### config.mk
export PLATFORM = sky130hd
export DESIGN_NAME = fp_addsub_seq
export DESIGN_NICKNAME = d
export VERILOG_FILES = /design/src/rtl/fp_addsub_seq.sv
export SDC_FILE = /design/constraint.sdc
export NUM_CORES = 1
export LEC_CHECK = 0
export ABC_AREA = 1
export ABC_CLOCK_PERIOD_IN_PS = 6000
export BUFFER_PORTS_ARGS = -buffer_cell sky130_fd_sc_hd__buf_2
export CAP_MARGIN = 20
export CELL_PAD_IN_SITES_DETAIL_PLACEMENT = 1
export CELL_PAD_IN_SITES_GLOBAL_PLACEMENT = 1
export CORE_MARGIN = 2
export CORE_UTILIZATION = 46
export DETAILED_ROUTE_END_ITERATION = 10
export MAX_ROUTING_LAYER = met4
export PLACE_DENSITY_LB_ADDON = 0.1
export SKIP_LAST_GASP = 1
export SLEW_MARGIN = 20
export SYNTH_ARGS = -nofsm -noshare
export SYNTH_HDL_FRONTEND = slang
export SYNTH_SLANG_ARGS = --single-unit
### constraint.sdc
create_clock -name clk -period 6 [get_ports clk]
set_clock_uncertainty 0.1 [all_clocks]
set_input_delay 0.3 -clock clk [delete_from_list [all_inputs] [get_ports clk]]
set_output_delay 0.3 -clock clk [all_outputs]
set_load 0.02 [all_outputs]
### src/rtl/fp_addsub_seq.sv
// Multi-cycle floating-point adder/subtractor with truncating rounding.
// Denormals are flushed to zero; all-ones exponents are handled on a one-cycle special path.
module fp_addsub_seq #(
  parameter int EXP_W = 8,
  parameter int MAN_W = 23
) (
  input  logic                   clk,
  input  logic                   rst,
  input  logic                   start,
  input  logic                   op_sub,
  input  logic [EXP_W+MAN_W:0]   a,
  input  logic [EXP_W+MAN_W:0]   b,
  output logic                   busy,
  output logic                   done,
  output logic [EXP_W+MAN_W:0]   result,
  output logic                   ovf,
  output logic                   unf
);
  localparam int W         = 1 + EXP_W + MAN_W;
  localparam int MW        = MAN_W + 5;          // carry, hidden, fraction, guard, round, sticky
  localparam int CW        = $clog2(MAN_W + 4);
  localparam int MAX_SHIFT = MAN_W + 3;
  localparam logic [EXP_W-1:0] EXP_ONES = '1;

  typedef enum logic [2:0] {IDLE, ALIGN, ADD, NORM, DONE} state_t;

  state_t           stateReg, stateNext;
  logic             signReg, signNext;
  logic             effSubReg, effSubNext;
  logic [EXP_W-1:0] expReg, expNext;
  logic [MW-1:0]    manAReg, manANext;
  logic [MW-1:0]    manBReg, manBNext;
  logic [CW-1:0]    countReg, countNext;
  logic [W-1:0]     resultReg, resultNext;
  logic             ovfReg, ovfNext;
  logic             unfReg, unfNext;

  logic             signBEff, swap, bigSign, smallSign, special, nanCase;
  logic [W-2:0]     bigMag, smallMag;
  logic [EXP_W-1:0] bigExp, smallExp, expDiff, expInc, expDec;

  // Operand ordering: A is always the larger magnitude, so the subtraction never goes negative.
  always_comb begin
    signBEff  = b[W-1] ^ op_sub;
    swap      = b[W-2:0] > a[W-2:0];
    bigMag    = swap ? b[W-2:0] : a[W-2:0];
    smallMag  = swap ? a[W-2:0] : b[W-2:0];
    bigSign   = swap ? signBEff : a[W-1];
    smallSign = swap ? a[W-1] : signBEff;
    bigExp    = bigMag[W-2:MAN_W];
    smallExp  = smallMag[W-2:MAN_W];
    expDiff   = bigExp - smallExp;
    special   = (a[W-2:MAN_W] == EXP_ONES) || (b[W-2:MAN_W] == EXP_ONES);
    nanCase   = (smallExp == EXP_ONES) && (bigSign != smallSign) && (bigMag == smallMag);
    expInc    = expReg + 1'b1;
    expDec    = expReg - 1'b1;
  end

  always_comb begin
    stateNext  = stateReg;
    signNext   = signReg;
    effSubNext = effSubReg;
    expNext    = expReg;
    manANext   = manAReg;
    manBNext   = manBReg;
    countNext  = countReg;
    resultNext = resultReg;
    ovfNext    = ovfReg;
    unfNext    = unfReg;
    case (stateReg)
      IDLE: begin
        if (start) begin
          if (special) begin
            resultNext = nanCase ? {1'b0, EXP_ONES, 1'b1, {(MAN_W-1){1'b0}}} : {bigSign, bigMag};
            ovfNext    = 1'b0;
            unfNext    = 1'b0;
            stateNext  = DONE;
          end else begin
            signNext   = bigSign;
            effSubNext = bigSign ^ smallSign;
            expNext    = bigExp;
            manANext   = (bigExp == '0) ? '0 : {2'b01, bigMag[MAN_W-1:0], 3'b000};
            manBNext   = (smallExp == '0) ? '0 : {2'b01, smallMag[MAN_W-1:0], 3'b000};
            countNext  = (int'(expDiff) > MAX_SHIFT) ? CW'(MAX_SHIFT) : CW'(expDiff);
            stateNext  = ALIGN;
          end
        end
      end
      ALIGN: begin
        if (countReg != '0) begin
          manBNext  = {1'b0, manBReg[MW-1:2], |manBReg[1:0]};
          countNext = countReg - 1'b1;
        end else begin
          stateNext = ADD;
        end
      end
      ADD: begin
        manANext  = effSubReg ? manAReg - manBReg : manAReg + manBReg;
        stateNext = NORM;
      end
      NORM: begin
        if (manAReg == '0) begin
          resultNext = '0;
          ovfNext    = 1'b0;
          unfNext    = 1'b0;
          stateNext  = DONE;
        end else if (manAReg[MW-1]) begin
          // Carry out: the fraction after the right shift is simply one bit higher.
          manANext  = {1'b0, manAReg[MW-1:2], |manAReg[1:0]};
          expNext   = expInc;
          unfNext   = 1'b0;
          stateNext = DONE;
          if (expInc == EXP_ONES) begin
            resultNext = {signReg, EXP_ONES, {MAN_W{1'b0}}};
            ovfNext    = 1'b1;
          end else begin
            resultNext = {signReg, expInc, manAReg[MW-2:4]};
            ovfNext    = 1'b0;
          end
        end else if (!manAReg[MW-2]) begin
          manANext = manAReg << 1;
          expNext  = expDec;
          if (expDec == '0) begin
            resultNext = {signReg, {(W-1){1'b0}}};
            ovfNext    = 1'b0;
            unfNext    = 1'b1;
            stateNext  = DONE;
          end
        end else begin
          resultNext = {signReg, expReg, manAReg[MW-3:3]};
          ovfNext    = 1'b0;
          unfNext    = 1'b0;
          stateNext  = DONE;
        end
      end
      DONE:    stateNext = IDLE;
      default: stateNext = IDLE;
    endcase
  end

  always_ff @(posedge clk) begin
    if (rst) begin
      stateReg  <= IDLE;
      signReg   <= 1'b0;
      effSubReg <= 1'b0;
      expReg    <= '0;
      manAReg   <= '0;
      manBReg   <= '0;
      countReg  <= '0;
      resultReg <= '0;
      ovfReg    <= 1'b0;
      unfReg    <= 1'b0;
    end else begin
      stateReg  <= stateNext;
      signReg   <= signNext;
      effSubReg <= effSubNext;
      expReg    <= expNext;
      manAReg   <= manANext;
      manBReg   <= manBNext;
      countReg  <= countNext;
      resultReg <= resultNext;
      ovfReg    <= ovfNext;
      unfReg    <= unfNext;
    end
  end

  assign busy   = (stateReg != IDLE);
  assign done   = (stateReg == DONE);
  assign result = resultReg;
  assign ovf    = ovfReg;
  assign unf    = unfReg;
endmodule

# After elaboration in Yosys (flattened, before gate mapping)
# Cells that the tools add are included.
totals:
  n_memories: 0
  mem_bits_ro: 0
  ram_bits: 0
  in_bits: 68
  latchBits: 0
  register_bits: 108
op_classes:
  div_mod_pow: 0
  reduce_logical: 22
  addsub: 6
  n_lt_le_gt_ge: 2
  shift: 0
  n_bitwise: 3
  mux: 58
  n_eq_ne: 18
  multipliers: 0
ops:
  columns: ["operator", "n"]
  rows:
  - ["32-bit 2-to-1 mux", 7]
  - ["28-bit 2-to-1 mux", 7]
  - ["27-bit 2-to-1 mux", 4]
  - ["31-bit 2-to-1 mux", 3]
  - ["28-bit one-hot mux with 3 select lines", 1]
  - ["32-bit one-hot mux with 2 select lines", 1]
  - ["28-bit one-hot mux with 2 select lines", 1]
  - ["8-bit 2-to-1 mux", 5]
  - ["8-bit equality test (second input constant)", 4]
  - ["31-bit equality test", 1]
  - ["31-bit > comparator", 1]
  - ["28-bit adder", 1]
  - ["28-bit zero test", 1]
  - ["28-bit subtractor", 1]
  - ["8-bit zero test", 3]
  - ["3-bit 2-to-1 mux", 7]
  - ["5-bit 2-to-1 mux", 4]
  - ["8-bit one-hot mux with 2 select lines", 1]
  - ["1-bit 2-to-1 mux", 13]
  - ["2-bit != test (second input constant)", 6]
  - ["3-bit one-hot mux with 4 select lines", 1]
  - ["4-bit AND reduction", 3]
  - ["5-bit one-hot mux with 2 select lines", 1]
  - ["5-bit AND reduction", 2]
  - ["22 further kinds", 30]

# Depth between registers and ports, before layout
logic_depth:
  depth_word: 9
  ltp_mapped: 30
  ltp_nobuf: 30

# Worst setup path before layout
# OpenSTA, ideal clock, no wires.
synth_timing:
  path_type: "reg2reg"
  start: "register manBReg[0]"
  end: "register manAReg[26]"
  required_ns: 5.784
  synth_period_minus_slack_ns: 3.750
  slack_ns: 2.250
  setup_time_ns: 0.116
  stages_incl_launch_ff: 27
  t_arrival_ns: 3.534
  cell_sequence: "dfxtp_1 > inv_1 > ha_1 > inv_1 > nor3_1 > nand2_1 > nor3_1 > nand2_1 > nor3_1 > inv_1 > nor3_1 > inv_1 > nor2_1 > a21oi_1 > xor2_1 > ha_1 > nand2_1 > nor4_1 > nand3_1 > nand3_1 > a21oi_1 > o21bai_1 > a21oi_1 > o21ai_0 > nand4_1 > o211ai_1 > inv_1"
synth_between:
  elab_chain_cells: 3
  word_cells_on_any_way: 4
  classes_between: "add/sub: 2; mux: 2"
synth_rtl:
  columns: ["item", "line", "rtl"]
  rows:
  - ["from (decl)", "32", "logic [MW-1:0] manBReg, manBNext;"]
  - ["from (signal assigned)", "159", "manBReg <= manBNext;"]
  - ["28-bit adder / 28-bit subtractor (equally long branches)", "98", "manANext = effSubReg ? manAReg - manBReg : manAReg + manBReg;"]
  - ["28-bit 2-to-1 mux (*)", "98", null]
  - ["28-bit one-hot mux with 3 select lines (*)", "70", "case (stateReg)"]
  - ["to (signal assigned)", "158", "manAReg <= manANext;"]
  - ["to (decl)", "31", "logic [MW-1:0] manAReg, manANext;"]
# Mark *: on every way between the ends. The rest lies on a longest branch, timed or not.
# A chain may end at the register's enable or synchronous reset.

# Worst setup path in the final report
layout_timing:
  start: "register manBReg[1]"
  end: "register manAReg[26]"
# The elaborated chain is that of the path after synthesis.

==> impl_metrics.toml <==
[outcome]
status = "complete, no violations"

[yosys]
ys_seq_area_frac = 0.214
synth.avg_cell_area_sq_um = 6.10
synth.net_count = 1777
synthArstFlopShare = 0
synth.area.top_cells = "dfxtp_1 (21%), nand2_1 (13%), o21ai_0 (8.8%)"
synth_largest_area_cell = "dfxtp_1"
synth_edf_count = 0
synth_ff_type = "dfxtp_1"
synth_fa_ha_area_frac = 0.0845
synth_xor_area_frac = 0.0376
synth_top_family_by_area = "compound AO/OA/AOI/OAI gates"
synth_simple_gate_area_share = 0.269
yosys.area.top_type_share = 0.214
ys_ff_latch = 107
synth_cell_type_count = 55
synth_area_sq_mm = 0.0100
synth_compound_area_frac = 0.271
synth.area.mux_share = 0
yosys_warnings = 0
netlist_instances = 1642

[global_routing]
grt_first_pass_wirelength_um = 60100
antenna_found_initial = 0
grt_max_degree = 117
grt_use_total = 0.344
grt_pass1_vias = 11377
overflow = 0

[cells_and_area]
drive_gt1_frac = 0.0999
fin_nets = 1822
regArea_sq_mm = 0.00214
synthToLayoutAreaGrowth_pct = 8.82
multi_input_area_sq_mm = 0.00665
nFillCells = 3064
diodes = 0

[placement]
dp_hpwl_um = 28900
place_congestion = 0.947
io_buffers = 103

[die]
fp-row-count = 53
start_util = 0.472
die_h_um = 152
core-area_sq_mm = 0.0212
ios = 104
die_area_sq_mm = 0.0230
fp.dieW_um = 152

[drt]
wl_per_cell_um = 19.4
routed_wl_um = 38100
via_per_inst = 5.90
drcViolationCount = 0
drtIter0Drc = 909
ant_nets = 0
vias = 11598
drtPass1Iterations = 6

[hold_path]
whs_endpoint = "effSubReg"
whs_path_depth = 3
hold_start = "a[31]"
hold_path_class = "input pin to flop"

[clock_tree]
cts_tree = "built"
cts_hold_buf = 0
cts_htree_levels = 3
clock_latency_ns = 0.37
post_cts_buffers = 0
cts.clk_slew.worst_paths_ns = 0.07
cts_buffer_depth = 2
cts_buffers = 9
ctsRootBufferMaster = "clkbuf_16"
cts_resized = 0
clock_sinks = 107

[timing]
finalCriticalPeriod_ns = 4.84
rsz0062_at_grt = "false"
slew_viol_final = 0
worstMarginPinSlew_ns = 1.11
timing.slew.headroom = 0.258
finalSetupViolations = 0
max_freq_mhz = 207
hold_violations = 0
finalSetupTns_ns = 0
min_period_over_period = 0.806

[setup_path]
critPathMaxStageDelay_ns = 0.41
worstReg2RegEnd = "manAReg[26]"
endpoint_kind = "flop"
worstSetupPathType = "flop to flop"
cp_slowest_cell = "nor4_1"
start_kind = "flop"
r2r-start = "manBReg[1]"
crit_top_cell = "inv_1"
path_max_fanout = 5
crit_required_ns = 6.15
reg2reg_slack_ns = 1.16
arrival_ns = 4.99
ff2ff_path_depth = 26

[power_and_ir_drop]
ir_drop_uv = 189
cellPowerDensity_mw_per_mm2 = 548
power.total_w = 0.00597
p_leak_nw = 5.44

[job]
maxCapViolations = 0
## layer usage
layer,routed length [um],share of wire,track usage,vias up
met5,0,0,-,-
met4,1000,0.026,0.106,0
met3,2510,0.066,0.0506,67
met2,16600,0.44,0.532,400
met1,17900,0.47,0.464,5524
li1,-,-,-,5607
## worst max-delay path, delay by kind of cell (launching register included)
family,cells,cell delay [ns]
xor gates and xnor gates,1,0.18
adders and majority gates,2,0.56
DFF,1,0.31
AOI/OAI and AO/OA,6,0.68
buffers and inverters,5,0.43
and+or+nand+nor,12,2.43
## synthesized netlist by cell type, types with 10 or more instances
library cell / number
a211oi_1: 14
a21oi_1: 169
a221oi_1: 10
a31oi_1: 44
buf_2: 11
clkbuf_1: 59
dfxtp_1: 107
ha_1: 66
inv_1: 233
nand2_1: 335
nand3_1: 78
nand4_1: 21
nor2_1: 120
nor3_1: 19
nor4_1: 11
o2111ai_1: 10
o211ai_1: 15
o21ai_0: 177
or2_2: 12
xor2_1: 36
## per-stage QoR
stage / cell area (sq um) / util / hold slack, ns / std cells / setup slack (ns)
2_1_floorplan: 10000 / - / 0.345 / 1642 / 2.25
3_3_place_gp: 10600 / 0.501 / 0.346 / 1951 / 1.68
3_5_place_dp: 10600 / 0.501 / 0.361 / 1951 / 1.30
4_1_cts: 10900 / 0.514 / 0.229 / 1967 / 1.23
5_1_grt: 10900 / 0.514 / 0.267 / 1967 / 0.524
6_report: 10900 / 0.514 / 0.244 / 1967 / 1.16
## where the power goes
group / total [W] / leakage (nW) / switching, W / internal (W)
combinational: 0.00413 / 4.44 / 0.00281 / 0.00132
sequential: 0.00126 / 0.879 / 0.000300 / 0.000958
clock: 0.000581 / 0.124 / 0.000295 / 0.000285
## sequential cells by signal, summed over array words and instances (netlist names)
register / count
result: 32
manBReg: 27
unf: 1
ovf: 1
effSubReg: 1
manAReg: 28
expReg: 8
signReg: 1
stateReg: 3
countReg: 5
## logic make-up after synthesis
group,Yosys count
and+or+nand+nor,626
AOI/OAI and AO/OA,479
buffers and inverters,320
DFF,107
adders and majority gates,67
xor gates and xnor gates,43
## cell type report
class	instances	area share
clock inverters	3	0.00230
well taps	275	0.0316
inverters	240	0.0827
repair buffers	114	0.0549
clock buffers	13	0.0220
flip-flops and latches	107	0.197
multi-input cells	1215	0.610
## cells in the final DEF (no fill, tap or decap), drive strengths merged
cell / instances
a211oi: 14
a21bo: 1
a21boi: 1
a21o: 5
a21oi: 170
a221oi: 11
a31oi: 44
a41oi: 6
and2: 2
buf: 114
clkbuf: 13
clkinv: 5
clkinvlp: 1
dfxtp: 107
fa: 1
ha: 66
inv: 237
nand2: 341
nand2b: 2
nand3: 80
nand3b: 4
nand4: 21
nor2: 128
nor3: 20
nor3b: 2
nor4: 13
o2111ai: 10
o211ai: 15
o21a: 4
o21ai: 185
o21bai: 1
o221ai: 3
o22ai: 4
o311ai: 2
o31ai: 3
or2: 13
xnor2: 7
xor2: 36
## worst max-delay path by stage
stage	start	endpoint	depth (start not counted)
6_report	manBReg[1]	manAReg[26]	26
5_1_grt	manBReg[1]	manAReg[26]	26
4_1_cts	manBReg[1]	manAReg[26]	26
3_5_place_dp	manBReg[0]	manAReg[26]	26
3_3_place_gp	manBReg[0]	manAReg[26]	26
2_1_floorplan	manBReg[0]	manAReg[26]	26
Note: power is estimated with default switching activity, not from simulation.
